### src/rtl/unit_dispatch_pkg.sv
// unit_dispatch_pkg: dispatcher FSM states and named unit indices
package unit_dispatch_pkg;
  typedef enum logic [1:0] {IDLE, ISSUE, RESP} dispatch_state_t;
  localparam int UNIT_IDX_ALU = 0;
  localparam int UNIT_IDX_MEM = 1;
endpackage

### src/rtl/dispatch_timer.sv
// dispatch_timer: issue timeout counter with clear/enable, expired on the last allowed cycle
module dispatch_timer #(
  parameter int CYCLES = 255
) (
  input  logic clk,
  input  logic rst,
  input  logic clr,
  input  logic en,
  output logic expired
);
  localparam int CW = $clog2(CYCLES + 1);
  logic [CW-1:0] cnt;
  // count ISSUE cycles spent waiting for the selected unit
  always_ff @(posedge clk)
    if (rst || clr) cnt <= '0;
    else if (en) cnt <= cnt + CW'(1);
  assign expired = cnt == CW'(CYCLES - 1);
endmodule

### src/rtl/unit_dispatch.sv
// unit_dispatch: single-outstanding N-way unit dispatcher; UNIT_DISPATCH_TIMEOUT_EN adds an issue timeout
module unit_dispatch
  import unit_dispatch_pkg::*;
#(
  parameter int N_UNITS        = 4,
  parameter int WORD_W         = 32,
  parameter int N_OPS          = 3,
  parameter int TIMEOUT_CYCLES = 255
) (
  input  logic                        clk,
  input  logic                        rst,
  input  logic                        req_valid,
  output logic                        req_ready,
  input  logic [$clog2(N_UNITS+1)-1:0] req_sel,
  input  logic [N_OPS*WORD_W-1:0]     req_data,
  output logic                        rsp_valid,
  input  logic                        rsp_ready,
  output logic [WORD_W-1:0]           rsp_data,
  output logic                        rsp_err,
  output logic [N_UNITS-1:0]          unit_valid,
  output logic [N_OPS*WORD_W-1:0]     unit_data,
  input  logic [N_UNITS-1:0]          unit_ready,
  input  logic [N_UNITS*WORD_W-1:0]   unit_rdata,
  output logic                        busy
);
  localparam int SW = $clog2(N_UNITS + 1);
  dispatch_state_t state, state_n;
  logic [SW-1:0] sel_q;
  logic [N_OPS*WORD_W-1:0] data_q;
  logic [WORD_W-1:0] rsp_data_q, rdata_sel;
  logic [N_UNITS-1:0] onehot;
  logic rsp_err_q, ready_sel, timed_out, accept, sel_ok, issuing;
  assign sel_ok  = req_sel < SW'(N_UNITS);
  assign accept  = req_valid && req_ready;
  assign issuing = state == ISSUE;
  // decode the latched select into strobe, ready and result lanes
  always_comb begin
    onehot    = '0;
    ready_sel = 1'b0;
    rdata_sel = '0;
    for (int i = 0; i < N_UNITS; i++)
      if (sel_q == SW'(i)) begin
        onehot[i] = 1'b1;
        ready_sel = unit_ready[i];
        rdata_sel = unit_rdata[i*WORD_W +: WORD_W];
      end
  end
`ifdef UNIT_DISPATCH_TIMEOUT_EN
  logic expired;
  dispatch_timer #(.CYCLES(TIMEOUT_CYCLES)) u_timer (
    .clk    (clk),
    .rst    (rst),
    .clr    (accept && sel_ok),
    .en     (issuing && !ready_sel),
    .expired(expired)
  );
  assign timed_out = issuing && expired && !ready_sel;
`else
  assign timed_out = 1'b0;
`endif
  // next-state logic
  always_comb
    state_n = state == IDLE  ? (accept ? (sel_ok ? ISSUE : RESP) : IDLE) :
              state == ISSUE ? ((ready_sel || timed_out) ? RESP : ISSUE) :
                               (rsp_ready ? IDLE : RESP);
  // state register plus request and response latches
  always_ff @(posedge clk)
    if (rst) begin
      state      <= IDLE;
      sel_q      <= '0;
      data_q     <= '0;
      rsp_data_q <= '0;
      rsp_err_q  <= 1'b0;
    end else begin
      state <= state_n;
      if (accept) begin
        sel_q      <= req_sel;
        data_q     <= req_data;
        rsp_data_q <= '0;
        rsp_err_q  <= !sel_ok;
      end else if (issuing && ready_sel) begin
        rsp_data_q <= rdata_sel;
        rsp_err_q  <= 1'b0;
      end else if (timed_out) begin
        rsp_data_q <= '0;
        rsp_err_q  <= 1'b1;
      end
    end
  assign req_ready  = !rst && state == IDLE;
  assign rsp_valid  = !rst && state == RESP;
  assign busy       = !rst && state != IDLE;
  assign unit_valid = (!rst && issuing) ? onehot : '0;
  assign unit_data  = (!rst && issuing) ? data_q : '0;
  assign rsp_data   = rst ? '0 : rsp_data_q;
  assign rsp_err    = !rst && rsp_err_q;
endmodule

### config.mk
export PLATFORM = sky130hd
export DESIGN_NAME = unit_dispatch
export DESIGN_NICKNAME = d
export VERILOG_FILES = /design/src/rtl/unit_dispatch_pkg.sv /design/src/rtl/dispatch_timer.sv /design/src/rtl/unit_dispatch.sv
export SDC_FILE = /design/constraint.sdc
export NUM_CORES = 1
export LEC_CHECK = 0
export ABC_AREA = 1
export CAP_MARGIN = 20
export CORE_AREA = 2 2 144 146
export CTS_CLUSTER_DIAMETER = 100
export DETAILED_ROUTE_END_ITERATION = 6
export DIE_AREA = 0 0 146 148
export DONT_BUFFER_PORTS = 1
export HOLD_SLACK_MARGIN = 0.08
export RECOVER_POWER = 50
export SLEW_MARGIN = 30
export SYNTH_ARGS = -nofsm -noshare
export SYNTH_HDL_FRONTEND = slang
export SYNTH_HIERARCHICAL = 1
export SYNTH_SLANG_ARGS = --single-unit
### constraint.sdc
create_clock -name clk -period 1.9 [get_ports clk]
set_clock_uncertainty 0.1 [all_clocks]
set_input_delay 0.38 -clock clk [delete_from_list [all_inputs] [get_ports clk]]
set_output_delay 0.38 -clock clk [all_outputs]
set_load 0.02 [all_outputs]
# Word level (Yosys, flattened, before mapping)
# Index checks and enable logic that the tools add are counted.
[totals] regBits=134 inputBits=235 output_inout_bits=136 wordCells=48
[op_classes] magnitude_cmp=1 n_eq_ne=5 muxes=23 n_reduce_logical=14
[ops] op="32-bit two-way mux" n=5
[ops] op="96-bit two-way mux" n=1
[ops] op="2-bit two-way mux" n=6
[ops] op="1-bit two-way mux" n=10
[ops] op="1-bit logical AND" n=7
[ops] op="3-bit by 2-bit equality test with 1-bit output, second input constant" n=2
[ops] op="4-bit two-way mux" n=1
[ops] op="2-bit nonzero test" n=2
[ops] op="3-bit by 1-bit equality test with 1-bit output, second input constant" n=1
[ops] op="3-bit zero test" n=1
[ops] op="3-bit less-than comparator, second input constant" n=1
[ops] op="2-bit by 1-bit equality test with 1-bit output, second input constant" n=1
[ops] op="2-bit equality test, second input constant" n=1
[ops] op="1-bit zero test" n=2
[ops] op="2-bit zero test" n=1
[ops] op="2-bit OR reduction" n=1

# Logic depth before layout (Yosys ltp)
[depth] depth_word=8 depth_mapped=9 ltp_nobuf=7

# Worst setup path after synthesis
# No wires, ideal clock.
[synth_path] kind="register to output" start="register state[0]" end="output port unit_valid[1]" t_arrival_ns=1.537 required_time_ns=1.420 slack_ns=-0.117 path_stages_with_launch=6 n_path_buf=1 cell_sequence="dfxtp_1 > inv_1 > nor2_2 > nand2_1 > clkbuf_1 > nor4_1"
[synth_between] elab_chain_cells=3
[synth_lines] item="start: declaration" line="unit_dispatch.sv:27" source="dispatch_state_t state, state_n;"
[synth_lines] item="start signal: assignment" line="unit_dispatch.sv:75" source="state <= state_n;"
[synth_lines] item="2-bit by 1-bit equality test with 1-bit output" line="unit_dispatch.sv:35" source="assign issuing = state == ISSUE;"
[synth_lines] item="1-bit logical AND" line="unit_dispatch.sv:92" source="assign unit_valid = (!rst && issuing) ? onehot : '0;"
[synth_lines] item="4-bit two-way mux" line="unit_dispatch.sv:92"
[synth_lines] item="end: declaration" line="unit_dispatch.sv:20" source="output logic [N_UNITS-1:0] unit_valid,"
# Every way passes these cells.

# Worst setup path in the final report
[layout_path] start="register state[0]" end="output port unit_data[77]"
[layout_between] elab_chain_cells=3
[layout_lines] item="2-bit by 1-bit equality test with 1-bit output" line="unit_dispatch.sv:35"
[layout_lines] item="1-bit logical AND" line="unit_dispatch.sv:93" source="assign unit_data = (!rst && issuing) ? data_q : '0;"
[layout_lines] item="96-bit two-way mux" line="unit_dispatch.sv:93"
[layout_lines] item="end: declaration" line="unit_dispatch.sv:21" source="output logic [N_OPS*WORD_W-1:0] unit_data,"
# Every way passes these cells.

==> results by group <==
Status
  – Failing checks: hold timing, setup timing
  – Status: finished with violations

Die
  – # rows: 52
  – Die ar.: 21600 um2
  – Die X: 146 um
  – Ports: 371
  – Starting density of the core: 0.325
  – Die Y: 148 um
  – Area of the core: 20000 um2

Clock network
  – Hold_buf cts: 100
  – Clock Tree Root: clkbuf_16
  – Worst-skew pair later-pin latency: 0.41 ns
  – CTS tree: yes
  – Bufs on Longest Clock Path: 2
  – Clk pin slew, worst setup/hold paths: 0.07 ns
  – CTS sink count: 134
  – Clock buffer count from CTS: 17
  – H-tree depth: 4

Logic synthesis
  – Ys async rst share: 0
  – Synthesized area per cell: 6.49 um2
  – Syn Inst Count: 1004
  – Synth Register Bits: 134
  – Netlist cell types: 23
  – Syn nets: 1239
  – Synth Flop Type: dfxtp_1
  – Synth Cell Area: 6520 um2
  – Seq/Total Area, Yosys: 0.412
  – Post-synth EDFFs: 0
  – Synth Warn #: 6

Timing
  – Fmax: 476 MHz
  – Worst slew margin: 0.674
  – Fin crit period: 2.10 ns
  – RSZ-0062 raised after global routing: true
  – Worst setup margin: -0.201 ns
  – Fin crit share: 1.11
  – Actual slew at the worst max-slew pin: 0.487 ns
  – Fin. max-slew vios: 0
  – Fin Hold WS: -0.0698 ns
  – Final-report hold violation count: 1
  – Final setup violation count: 122

GRT
  – Largest net degree at the start of global routing: 101
  – Total GRT Usage: 0.211
  – Total gr overflow: 0
  – Initial antenna violation count: 0
  – First-pass GRT wire length: 36500 um
  – Vias in the first global route: 7116

Setup path
  – CP Data Required Time: 1.42 ns
  – Worst path arrival time: 1.62 ns
  – Critical Path End Type: output port
  – RR Endpoint: rsp_data_q[7]
  – CP max stage cell: dfxtp_2
  – FF-to-FF Start: sel_q[2]
  – Worst-path fanout max: 20
  – FF-to-FF setup slack: -0.07 ns
  – CP cell instances: inv_2, nor2_4, nand2_8, clkbuf_16, nor2_1, buf_4
  – Kind of critical path: reg -> out
  – CP startpoint kind: register
  – Slowest cell delay on critical path: 0.34 ns
  – Worst Reg2Reg Path Length in Cells: 8

Routing
  – Routed Antenna Nets: 0
  – Vias: 7455
  – Total Wirelength: 24700 um
  – Vias/cell: 5.07
  – 1st-pass router iterations: 7
  – DRC: 0
  – Routed wire per std cell: 16.8 um
  – DRT iter0 DRCs: 466

Placement
  – Post-Place Setup Slack: 0.230 ns
  – Dpl cells: 1328
  – Dpl hpwl: 15000 um
  – Port-buffer cells: 0
  – RD Place Congestion: 0.806

Hold path
  – Hold Path Sink: state[1]
  – Hold wc startpoint: rst
  – Hold Path Depth: 1
  – HP Class: in -> reg

Cells and area
  – Synth-to-layout area growth: 51.9%
  – Share of cells above drive strength 1: 0.210
  – Final Util: 0.494
  – Nets: 1423
  – N_diodes: 0
  – Post-Layout Cell Count: 1470

Job
  – Maximum capacitance violations: 0

Pwr
  – PwrDens: 809 nW/um2
  – Leakage: 4.08 nW
  – Total power: 0.00801 W
  – Worst VDD drop: 0.000559 V
## worst max-delay path by stage
| stage | start | to | slack, ns | depth (start not counted) |
|---|---|---|---|---|
| finish | state[0] | unit_data[77] | -0.20 | 6 |
| global route | state[0] | unit_data[23] | -0.28 | 6 |
| CTS | state[0] | unit_data[93] | -0.22 | 7 |
| detailed placement | rst | data_q[47] | 0.23 | 5 |
| global placement | state[0] | unit_data[21] | 0.21 | 6 |
| floorplan | state[0] | unit_data[10] | 0.002 | 6 |
## Yosys cell counts (3+ instances only)
| cell type | n | area, um2 |
|---|---|---|
| inv_2 | 3 | 11.3 |
| clkbuf_1 | 45 | 169 |
| nor3_1 | 4 | 20.0 |
| buf_4 | 6 | 45.0 |
| a21oi_1 | 9 | 45.0 |
| nand2_1 | 136 | 510 |
| nand4_1 | 59 | 369 |
| inv_1 | 142 | 533 |
| buf_1 | 8 | 30.0 |
| nor2_4 | 3 | 33.8 |
| nor2_1 | 201 | 754 |
| nand3_1 | 130 | 651 |
| buf_2 | 16 | 80.1 |
| dfxtp_1 | 134 | 2680 |
| o21ai_0 | 100 | 500 |
## cell type report
class	count	area [um2]
multi-input cells	649	3270
flip-flops and latches	134	2690
well taps	270	338
clock buffers	17	425
repair buffers	241	2460
clock inverters	14	165
fillers	1857	10100
inverters	145	544
## per-stage QoR
stage | instance area [um2] | hold slack, ns | setup TNS (ns)
after floorplan | 6520 | 0.349 | 0
after global placement | 7610 | 0.361 | 0
after detailed placement | 7610 | 0.362 | 0
after CTS | 9660 | -0.0841 | -16.82
after global routing | 9900 | -0.0903 | -28.29
final | 9900 | -0.0698 | -16.66
## placed cells by master, fill, tap and decap left out, types with 3 or more instances in the layout
master / instances
nor2_2: 46
dfxtp_2: 3
a21oi_1: 9
clkinvlp_4: 4
buf_16: 4
nor2_1: 138
buf_6: 51
inv_2: 3
nand3_1: 129
dfxtp_1: 131
nor3_4: 4
inv_1: 142
clkbuf_16: 20
clkbuf_1: 3
dlygate4sd3_1: 100
nor2_4: 21
inv_6: 6
nand4_1: 59
buf_12: 8
buf_4: 69
nand2_1: 135
o21ai_0: 100
## state kept, by name (all words and copies together) (netlist names)
signal,cells
rsp_data_q,32
sel_q,3
data_q,96
rsp_err_q,1
state,2
## worst max-delay path, delay by kind of cell, from the launching register on
| kind | cells | cell delay, ns |
|---|---|---|
| flip-flops | 1 | 0.34 |
| AND/OR/NAND/NOR | 3 | 0.42 |
| buffers and inverters | 3 | 0.43 |
## routing by layer
metal | vias up | global-route usage | share of wire
met2 | 392 | 0.377 | 0.50
li1 | 3558 | - | -
met4 | 0 | 0.0738 | 0.025
met3 | 52 | 0.0590 | 0.086
met5 | - | 0 | 0
met1 | 3453 | 0.243 | 0.39
## report_power, final
group / switching (W) / internal, W
sequential: 0.0000724 / 0.00303
combinational: 0.000949 / 0.000591
clock: 0.00140 / 0.00197
total: 0.00242 / 0.00559
## timing repair
action | 4_1_cts | 5_1_grt
gates resized for setup | 94 | 57
cloned | 4 | 3
pin swaps | 2 | 4
buffers inserted | 2 | 3
endpoints found under the setup margin | 100 | 103
hold endpoints to repair | 101 | 78
## cell families after synthesis
kind of cell	share of synthesized area
simple gates	0.370
buf+inv	0.134
flops	0.412
compound gates	0.0847
Power figures use the tool's default switching activity.
